<file path="config.mk">
export PLATFORM = sky130hd
export DESIGN_NAME = cook_timer
export DESIGN_NICKNAME = d
export VERILOG_FILES = /design/src/rtl/cook_timer.sv
export SDC_FILE = /design/constraint.sdc
export NUM_CORES = 1
export LEC_CHECK = 0
export CAP_MARGIN = 20
export CORE_ASPECT_RATIO = 1.75
export CORE_MARGIN = 1
export CORE_UTILIZATION = 45
export DETAILED_ROUTE_END_ITERATION = 10
export DONT_BUFFER_PORTS = 1
export HOLD_SLACK_MARGIN = 0.15
export PLACE_DENSITY = 0.59
export SETUP_SLACK_MARGIN = 0.5
export SLEW_MARGIN = 20
export SYNTH_ARGS = -nofsm -noshare
export SYNTH_HDL_FRONTEND = slang
export SYNTH_SLANG_ARGS = --single-unit
</file>
<file path="constraint.sdc">
create_clock -name clk -period 3.33 [get_ports clk]
set_input_delay 0.1665 -clock clk [delete_from_list [all_inputs] [get_ports clk]]
set_output_delay 0.1665 -clock clk [all_outputs]
set_load 0.005 [all_outputs]
</file>
<file path="src/rtl/cook_timer.sv">
// Microwave cook-time countdown: BCD MM:SS entry, 1 Hz countdown from clk,
// magnetron gating and a timed done level that enables the downstream buzzer.
module cook_timer #(
    parameter int         CLK_HZ      = 100_000_000,
    parameter int         DONE_HOLD_S = 4,
    parameter logic [7:0] QUICK_SEC   = 8'h30
) (
    input  logic       clk,
    input  logic       rst,
    input  logic       add_min,
    input  logic       add_sec10,
    input  logic       start,
    input  logic       stop_clr,
    input  logic       door_open,
    output logic [7:0] min_bcd,
    output logic [7:0] sec_bcd,
    output logic       running,
    output logic       magnetron,
    output logic       done
);

    localparam int HOLD_CYC = DONE_HOLD_S * CLK_HZ;
    localparam int PW       = (CLK_HZ > 1) ? $clog2(CLK_HZ) : 1;
    localparam int HW       = (HOLD_CYC > 1) ? $clog2(HOLD_CYC) : 1;
    localparam logic [PW-1:0] PRE_LAST  = PW'(CLK_HZ - 1);
    localparam logic [HW-1:0] HOLD_LAST = HW'(HOLD_CYC - 1);

    typedef enum logic [1:0] {S_IDLE, S_RUN, S_PAUSE, S_DONE} state_t;

    state_t        state, state_nx;
    logic [PW-1:0] pre, pre_nx;
    logic [HW-1:0] hold, hold_nx;
    logic [7:0]    min_nx, sec_nx;
    logic          running_nx, done_nx;
    logic          tick, time_zero;

    function automatic logic [7:0] bcd_inc(input logic [7:0] v);
        if (v[3:0] == 4'd9) return {v[7:4] + 4'd1, 4'd0};
        return {v[7:4], v[3:0] + 4'd1};
    endfunction

    function automatic logic [7:0] bcd_dec(input logic [7:0] v);
        if (v[3:0] == 4'd0) return {v[7:4] - 4'd1, 4'd9};
        return {v[7:4], v[3:0] - 4'd1};
    endfunction

    assign tick      = (state == S_RUN) && (pre == PRE_LAST);
    assign time_zero = (min_bcd == 8'h00) && (sec_bcd == 8'h00);

    always_ff @(posedge clk) begin
        if (rst) begin
            state   <= S_IDLE;
            pre     <= '0;
            hold    <= '0;
            min_bcd <= 8'h00;
            sec_bcd <= 8'h00;
            running <= 1'b0;
            done    <= 1'b0;
        end else begin
            state   <= state_nx;
            pre     <= pre_nx;
            hold    <= hold_nx;
            min_bcd <= min_nx;
            sec_bcd <= sec_nx;
            running <= running_nx;
            done    <= done_nx;
        end
    end

    // Prescaler and hold counter default to 0 so they only run in their own state.
    always_comb begin
        state_nx = state;
        min_nx   = min_bcd;
        sec_nx   = sec_bcd;
        pre_nx   = '0;
        hold_nx  = '0;
        case (state)
            S_IDLE, S_PAUSE: begin
                if (stop_clr) begin
                    min_nx   = 8'h00;
                    sec_nx   = 8'h00;
                    state_nx = S_IDLE;
                end else if (start) begin
                    if (!door_open) begin
                        state_nx = S_RUN;
                        if (time_zero) sec_nx = QUICK_SEC;
                    end
                end else if (add_sec10) begin
                    if (sec_bcd[7:4] >= 4'd5) begin
                        if (min_bcd == 8'h99) begin
                            sec_nx = 8'h59;
                        end else begin
                            sec_nx = {sec_bcd[7:4] - 4'd5, sec_bcd[3:0]};
                            min_nx = bcd_inc(min_bcd);
                        end
                    end else begin
                        sec_nx = {sec_bcd[7:4] + 4'd1, sec_bcd[3:0]};
                    end
                end else if (add_min) begin
                    if (min_bcd != 8'h99) min_nx = bcd_inc(min_bcd);
                end
            end
            S_RUN: begin
                if (door_open || stop_clr) begin
                    state_nx = S_PAUSE;
                end else begin
                    pre_nx = tick ? '0 : pre + PW'(1);
                    if (tick) begin
                        if (min_bcd == 8'h00 && sec_bcd <= 8'h01) begin
                            sec_nx   = 8'h00;
                            state_nx = S_DONE;
                        end else if (sec_bcd == 8'h00) begin
                            sec_nx = 8'h59;
                            min_nx = bcd_dec(min_bcd);
                        end else begin
                            sec_nx = bcd_dec(sec_bcd);
                        end
                    end
                end
            end
            S_DONE: begin
                min_nx = 8'h00;
                sec_nx = 8'h00;
                if (door_open || stop_clr || hold == HOLD_LAST) state_nx = S_IDLE;
                else hold_nx = hold + HW'(1);
            end
            default: state_nx = S_IDLE;
        endcase
    end

    always_comb begin
        running_nx = (state_nx == S_RUN);
        done_nx    = (state_nx == S_DONE);
        magnetron  = running & ~door_open;
    end

endmodule
</file>
==> results of run 1 <==
## stage by stage
step	total power [mW]	setup WS (ns)
after floorplan	1.13	0.963
after global placement	1.18	0.688
after detailed placement	1.18	0.642
after CTS	2.13	0.608
after global routing	2.21	0.522
final	2.11	0.688
## placed cells by master, fill, tap and decap left out, drive strengths merged, types with 2 or more instances in the layout
cell	instances
xnor2	25
or3b	2
or4	3
o21ai	24
a31oi	5
ha	12
and4	6
a221oi	2
nand3b	4
o211a	2
nor2b	6
clkbuf	14
and2	3
dlygate4sd3	3
and3	13
nand2	22
buf	11
nand3	30
o31ai	3
or4b	2
inv	20
nor3	19
a21boi	2
nand2b	2
or3	6
nor4	8
xor2	29
nand4	13
dfxtp	76
a21o	2
nor3b	2
o211ai	2
a211oi	4
nor2	92
a21oi	20
or2	6
o311a	2
## cell usage after synthesis, types with 3 or more instances
cell type and count:
nor3_1 19, inv_1 20, o21ai_0 24, nand3b_1 4, and2_1 3, and4_1 3
nand2_1 22, ha_1 12, nand3_1 29, nor4_1 7, a211oi_1 3, or3_1 6
nor2b_1 6, a31oi_1 5, or2_2 5, and3_1 12, and4_2 3, o31ai_1 3
clkbuf_1 11, xnor2_1 25, nor2_1 92, nand4_1 13, xor2_1 29, dfxtp_1 76
a21oi_1 20
## flip-flops by register name (all words and copies together), names as in the netlist
| name | count |
|---|---|
| running | 1 |
| hold | 29 |
| min_bcd | 8 |
| done | 1 |
| pre | 27 |
| state | 2 |
| sec_bcd | 8 |
## cell families (layout without fill, tap and decap cells)
| group | after synthesis | count (layout) | share of synthesized area [%] |
|---|---|---|---|
| buf+inv | 36 | 49 | 3.66 |
| xor+xnor | 54 | 54 | 11.4 |
| compound gates | 84 | 84 | 13.4 |
| simple gates | 244 | 244 | 30.6 |
| mux | 2 | 2 | 0.514 |
| fa+ha+maj | 12 | 12 | 3.63 |
| flops | 76 | 76 | 36.7 |
## power breakdown
group	switching, mW	leakage [nW]	internal (mW)	total [mW]
sequential	0.0222	0.614	0.923	0.945
combinational	0.148	0.829	0.0881	0.236
clock	0.353	0.145	0.581	0.934
## worst max-delay path by stage
stage | startpoint | to | depth (start not counted)
final | sec_bcd[4]$_SDFFE_PP0P_ | sec_bcd[2]$_SDFFE_PP0P_ | 8
after CTS | sec_bcd[4]$_SDFFE_PP0P_ | sec_bcd[2]$_SDFFE_PP0P_ | 8
after floorplan | sec_bcd[4]$_SDFFE_PP0P_ | min_bcd[4]$_SDFFE_PP0P_ | 8
after global routing | sec_bcd[4]$_SDFFE_PP0P_ | min_bcd[4]$_SDFFE_PP0P_ | 8
after global placement | sec_bcd[4]$_SDFFE_PP0P_ | sec_bcd[2]$_SDFFE_PP0P_ | 8
after detailed placement | sec_bcd[4]$_SDFFE_PP0P_ | sec_bcd[2]$_SDFFE_PP0P_ | 8
## layout make-up
cell class / instances / area [um2]
Multi-Input combinational cell: 396 / 2480
Inverter: 20 / 75.1
Clock inverter: 1 / 5.00
Fill cell: 931 / 4350
Sequential cell: 76 / 1520
Timing Repair Buffer: 14 / 113
Tap cell: 120 / 150
Clock buffer: 14 / 284
## worst max-delay path, delay by kind of cell, from the launching register on
family | cells | cell delay [ns]
buf+inv | 1 | 0.15
compound gates | 4 | 1.05
fa+ha+maj | 1 | 0.25
simple gates | 2 | 0.71
flops | 1 | 0.38
## routing by layer
layer | share of wire, % | routed length [um] | vias to the layer above
met5 | 0 | 0 | -
met4 | 4.8 | 485 | 0
met3 | 3.5 | 354 | 32
met2 | 54 | 5470 | 80
met1 | 38 | 3840 | 1778
li1 | - | - | 1815
## repair_timing
| action | in CTS | in global routing |
|---|---|---|
| gates resized for setup | 0 | 5 |
| hold buffers | 3 | 0 |
| hold endpoints to repair | 14 | 0 |
| endpoints found under the setup margin | 0 | 6 |
| buffers inserted | 0 | 1 |
==> metrics, run 1 <==
status=complete, no violations; Top FF cell, synth=dfxtp_1; Critical Path RT=~3.6 ns; WHS Endpoint=sec_bcd[5]$_SDFFE_PP0P_; Final nets=about 540; R2R cell count=8; hold slack=0.181 ns; worst rel slew slack=58.1%; Post-Place Cells=around 620; clock skew=0.00625 ns; Inserted Clock Buffers=9; Max Root-Sink Buffers=2; Synth area leaders=dfxtp_1 (37%), nor2_1 (8.3%), xor2_1 (6.1%), xnor2_1 (5.3%), ha_1 (3.6%); Finished Layout Cells=about 640; GR peak layer=met2; Post-Route Utilization=roughly half; Avg Synthesized Cell Area=8.15 um2; DRT iter0 DRCs=about 200; CP Class=reg2reg; first-pass GRT wire length=16700 um; pin count of the biggest net entering global routing=30; RR Startpoint=sec_bcd[4]$_SDFFE_PP0P_; CP cell instances=inv_1 > ha_1 > or3b_2 > nor2_2 > a31oi_2 > a211oi_2 > o21ai_0 > a32o_1; cell area after synthesis=between 0.004 and 0.005 mm2; peak supply drop=~0.33 mV; Setup TNS=0 ns; initial antenna violation count=0; Critical Path Max Stage Delay=0.51 ns; Worst EP arrival=2.86 ns; Starting Density=46.1%; grt met3 use=4.54%; wire per inst=15.8 um; Hold Startpoint=rst; CTS Sinks=76; Die W=74.5 um; Final Hold Fails=0; Port Buf Inserts=0; vias in the first global route=about 3600; fin crit share=79.3%; grt met2 use=about 41%; Ys Warns=0; DR pass1 iterations=4; Die H=129 um; Net Count, Synth=527; placed instance area=between 0.004 and 0.005 mm2; routed wire length=10100 um; Yosys cell types=71; number of synthesized flops with an enable pin=0; core area=between 0.008 and 0.009 mm2; r2r setup slk=0.69 ns; flops & latches, synth=76; # IOs=26; design area=0.00463 mm2; clock-pin slew on the worst setup and hold paths=0.06 ns; Antenna Nets Post-Route=0; DR vias/cell=5.78; Worst Hold Depth=2; CTS tree=built; Ant. Diodes=0; area leader, netlist=dfxtp_1; Vias=3705; clk_lat worst skew=0.33 ns; Die ar.=0.00961 mm2; Leak Pwr=1.59 nW; fin. max-slew vios=0; clk root buf=clkbuf_16; layout cell share with drive strength beyond 1=9.60%; Hold/Removal Path Class=in2reg; grt met1 use=22.9%; Startpoint Class=register; Fmax=approximately 0.38 GHz; Yosys top cell area share=36.7%; post-synthesis cell count=508; H-tree depth=3; area grow syn2layout=11.8%; Worst setup EP type=register; Max Cap Violations=0; global placement routability congestion=0.953; gr ovfl total=0; Slowest cell on crit path=or3b_2; critical path peak fanout=10; Worst Tran Pin Value=0.622 ns; worst r2r dst=sec_bcd[2]$_SDFFE_PP0P_; final setup violation count=0; global-route usage over all layers=22.6%; Post-synth ARST share=0%; P per Cell Area=457 mW/mm2; RSZ-0062 raised after global routing=false; row count=between 40 and 50; dpl hpwl=7430 um; fin crit period=2.64 ns; post-synthesis sequential area ratio=36.7%; DRC violations left=0
Note: power is estimated with default switching activity, not from simulation.
==> run 2, diff against run 1 <==
--- a/config.mk
+++ b/config.mk
@@ -5,6 +5,7 @@
 export SDC_FILE = /design/constraint.sdc
 export NUM_CORES = 1
 export LEC_CHECK = 0
+export ABC_AREA = 1
 export CAP_MARGIN = 20
 export CORE_ASPECT_RATIO = 1.75
 export CORE_MARGIN = 1
@@ -12,7 +13,7 @@
 export DETAILED_ROUTE_END_ITERATION = 10
 export DONT_BUFFER_PORTS = 1
 export HOLD_SLACK_MARGIN = 0.15
-export PLACE_DENSITY = 0.59
+export PLACE_DENSITY = 0.61
 export SETUP_SLACK_MARGIN = 0.5
 export SLEW_MARGIN = 20
 export SYNTH_ARGS = -nofsm -noshare
==> constraint.sdc (replaced) <==
create_clock -name clk -period 2.37 [get_ports clk]
set_input_delay 0.1185 -clock clk [delete_from_list [all_inputs] [get_ports clk]]
set_output_delay 0.1185 -clock clk [all_outputs]
set_load 0.005 [all_outputs]
==> run 2 against run 1 <==
  * Total power up 59%
  * Worst setup slack got worse by 0.092 ns
  * Hold slack got worse by 0.015 ns
  * Register-to-register slack lost 0.09 ns
  * Design area increased by 18%
  * Routed wire length grew 20%
  * Highest routed layer unchanged
==> metrics, run 2 <==
status=complete, no violations; DRC violations left=0; fin crit share=between 70% and 80%; RR Startpoint=min_bcd[4]$_SDFFE_PP0P_; Vias=around 4700; core area=0.0103 mm2; routed wire length=12200 um; Fmax=0.564 GHz; most common cell after layout, fill and taps aside=nand2_1; Synth area leaders=dfxtp_1 (32%), nand2_1 (12%), nor2_1 (9.8%), inv_1 (8.0%), nand3_1 (5.6%); clk_lat worst skew=0.34 ns; initial antenna violation count=0; peak supply drop=0.479 mV; DR pass1 iterations=5; Final Hold Fails=0; RSZ-0062 raised after global routing=true; area grow syn2layout=14.6%; Avg Synthesized Cell Area=6.44 um2; Die W=between 70 and 80 um; critical path peak fanout=6; crit path launch=min_bcd[4]$_SDFFE_PP0P_; number of synthesized flops with an enable pin=0; CTS tree=built; # IOs=26; Worst EP arrival=2.00 ns; fin. max-slew vios=0; gr ovfl total=0; Post-synth ARST share=0%; DRT iter0 DRCs=about 230; CTS Sinks=76; Leak Pwr=2.13 nW; CP Class=reg2reg; Inserted Clock Buffers=9; Final nets=773; Largest Register=hold; Die ar.=0.0110 mm2; worst rel slew slack=57.0%; H-tree depth=3; Yosys cell types=approximately 40; flops & latches, synth=76; Max Cap Violations=0; Top FF cell, synth=dfxtp_1; post-synthesis cell count=between 700 and 800; cell area after synthesis=0.00477 mm2; fin crit period=~1.8 ns; Max Root-Sink Buffers=2; clock-pin slew on the worst setup and hold paths=0.06 ns; global-route usage over all layers=22.0%; Hold/Removal Path Class=in2reg; Net Count, Synth=759; pin count of the biggest net entering global routing=30; area leader, netlist=dfxtp_1; Slowest cell on crit path=dfxtp_2; Starting Density=between 40% and 50%; R2R cell count=11; Finished Layout Cells=885; CP top delay family=simple AND/OR/NAND/NOR gates; biggest regs=hold: 29 flops, pre: 27 flops; most frequent cell after synthesis=nand2_1; CP Capture Point=sec_bcd[6]$_SDFFE_PP0P_; first-pass GRT wire length=between 15000 and 20000 um; wire per inst=13.7 um; vias in the first global route=around 4400; critical path depth=11; dpl hpwl=8980 um; CP cell instances=inv_2 > ha_2 > nand3_1 > nor2_4 > nand3_1 > nand2_2 > nand3_2 > nor2_4 > nand2_1 > nand2_1 > nor2_1; row count=49; r2r setup slk=0.60 ns; post-synthesis sequential area ratio=between 30% and 40%; most frequent cells in the layout=nand2_1 (149), nor2_1 (121), inv_1 (95), dfxtp_1 (68), nand3_1 (49); P per Cell Area=approximately 610 mW/mm2; Port Buf Inserts=0; clk root buf=clkbuf_16; Antenna Nets Post-Route=0; Setup TNS=0 ns; max reg flops=29; global placement routability congestion=between 0.8 and 0.9; Yosys top cell area share=31.9%; Worst setup EP type=register; Worst Tran Pin Value=0.640 ns; final setup violation count=0; clock skew=about 0.0087 ns; Critical Path RT=2.60 ns; layout cell share with drive strength beyond 1=between 10% and 20%; Startpoint Class=register; DR vias/cell=5.28; Ys Warns=0; Critical Path Max Stage Delay=approximately 0.36 ns; Post-Place Cells=between 800 and 900; most instantiated cells after synthesis=nand2_1 (153), nor2_1 (125), inv_1 (102); Ant. Diodes=0; Die H=138 um; critical path buffer and inverter count=1; worst r2r dst=sec_bcd[6]$_SDFFE_PP0P_
run 2: cell count changes in the layout (fill, tap and decap cells not counted), sizes merged, moves of 9 or more:
cell	previous run	this run
nor2	92	146
nand2	22	168
and3	13	1
nor3	19	28
nand4	13	22
a21oi	20	37
inv	20	109
xor2	29	12
xnor2	25	6
nand3	30	59
run 2: kinds of logic (layout without fill, tap and decap cells):
group / Yosys count / after routing / share of synthesized area, %
adder cells (fa/ha/maj): 12 / 12 / 3.15
flip-flops: 76 / 76 / 31.9
AND/OR/NAND/NOR: 443 / 443 / 43.7
AO/OA/AOI/OAI: 72 / 72 / 8.06
buffers and inverters: 119 / 137 / 9.82
XOR/XNOR: 18 / 18 / 3.31
run 2: where the power goes:
group / internal, mW / total [mW] / switching (mW)
logic: 0.209 / 0.555 / 0.347
registers: 1.32 / 1.39 / 0.0708
clock network: 0.865 / 1.41 / 0.545
run 2: metrics by stage:
stage	area, um2	setup slack [ns]	power [mW]	hold slack [ns]	util (%)
floorplan	4770	0.643	1.78	0.191	-
global placement	4900	0.367	1.87	0.193	47.6
detailed placement	4900	0.322	1.89	0.194	47.6
CTS	5250	0.505	3.32	0.165	51.0
global route	5460	0.458	3.51	0.236	53.0
finish	5460	0.596	3.35	0.166	53.0
run 2: final cells by class:
class                   count  area (um2)
repair buffers             12         133
multi-input cells         545        2920
inverters                 110         413
fillers                  1030        4840
clock buffers              11         253
well taps                 127         159
clock inverters             4        48.8
flip-flops and latches     76        1530
run 2: what timing repair did:
action,4_1_cts,5_1_grt
hold buffers,3,0
endpoints found under the hold margin,8,0
setup buffers,0,5
cloned,0,1
resized for setup,7,41
endpoints found under the setup margin,47,57
pin swaps,0,8
run 2: layer usage:
layer | up-vias | wire length (um) | track usage (%)
met3 | 32 | 443 | 3.63
met4 | 0 | 384 | 10.9
met1 | 2146 | 4780 | 23.4
met2 | 100 | 6540 | 40.4
met5 | - | 0 | 0
li1 | 2397 | - | -
run 2: worst min-delay path, delay by kind of cell:
family        cells  cell delay (ns)
simple gates      4             0.35
run 2: worst min path at each step:
stage           from                 endpoint  slack [ns]  depth (start not counted)
4_1_cts        start  sec_bcd[5]$_SDFFE_PP0P_        0.16                          4
5_1_grt        start  sec_bcd[5]$_SDFFE_PP0P_        0.24                          4
3_5_place_dp     rst      state[1]$_SDFF_PP0_        0.19                          1
3_3_place_gp     rst      state[1]$_SDFF_PP0_        0.19                          1
6_report       start  sec_bcd[5]$_SDFFE_PP0P_        0.17                          4
2_1_floorplan    rst      state[1]$_SDFF_PP0_        0.19                          1
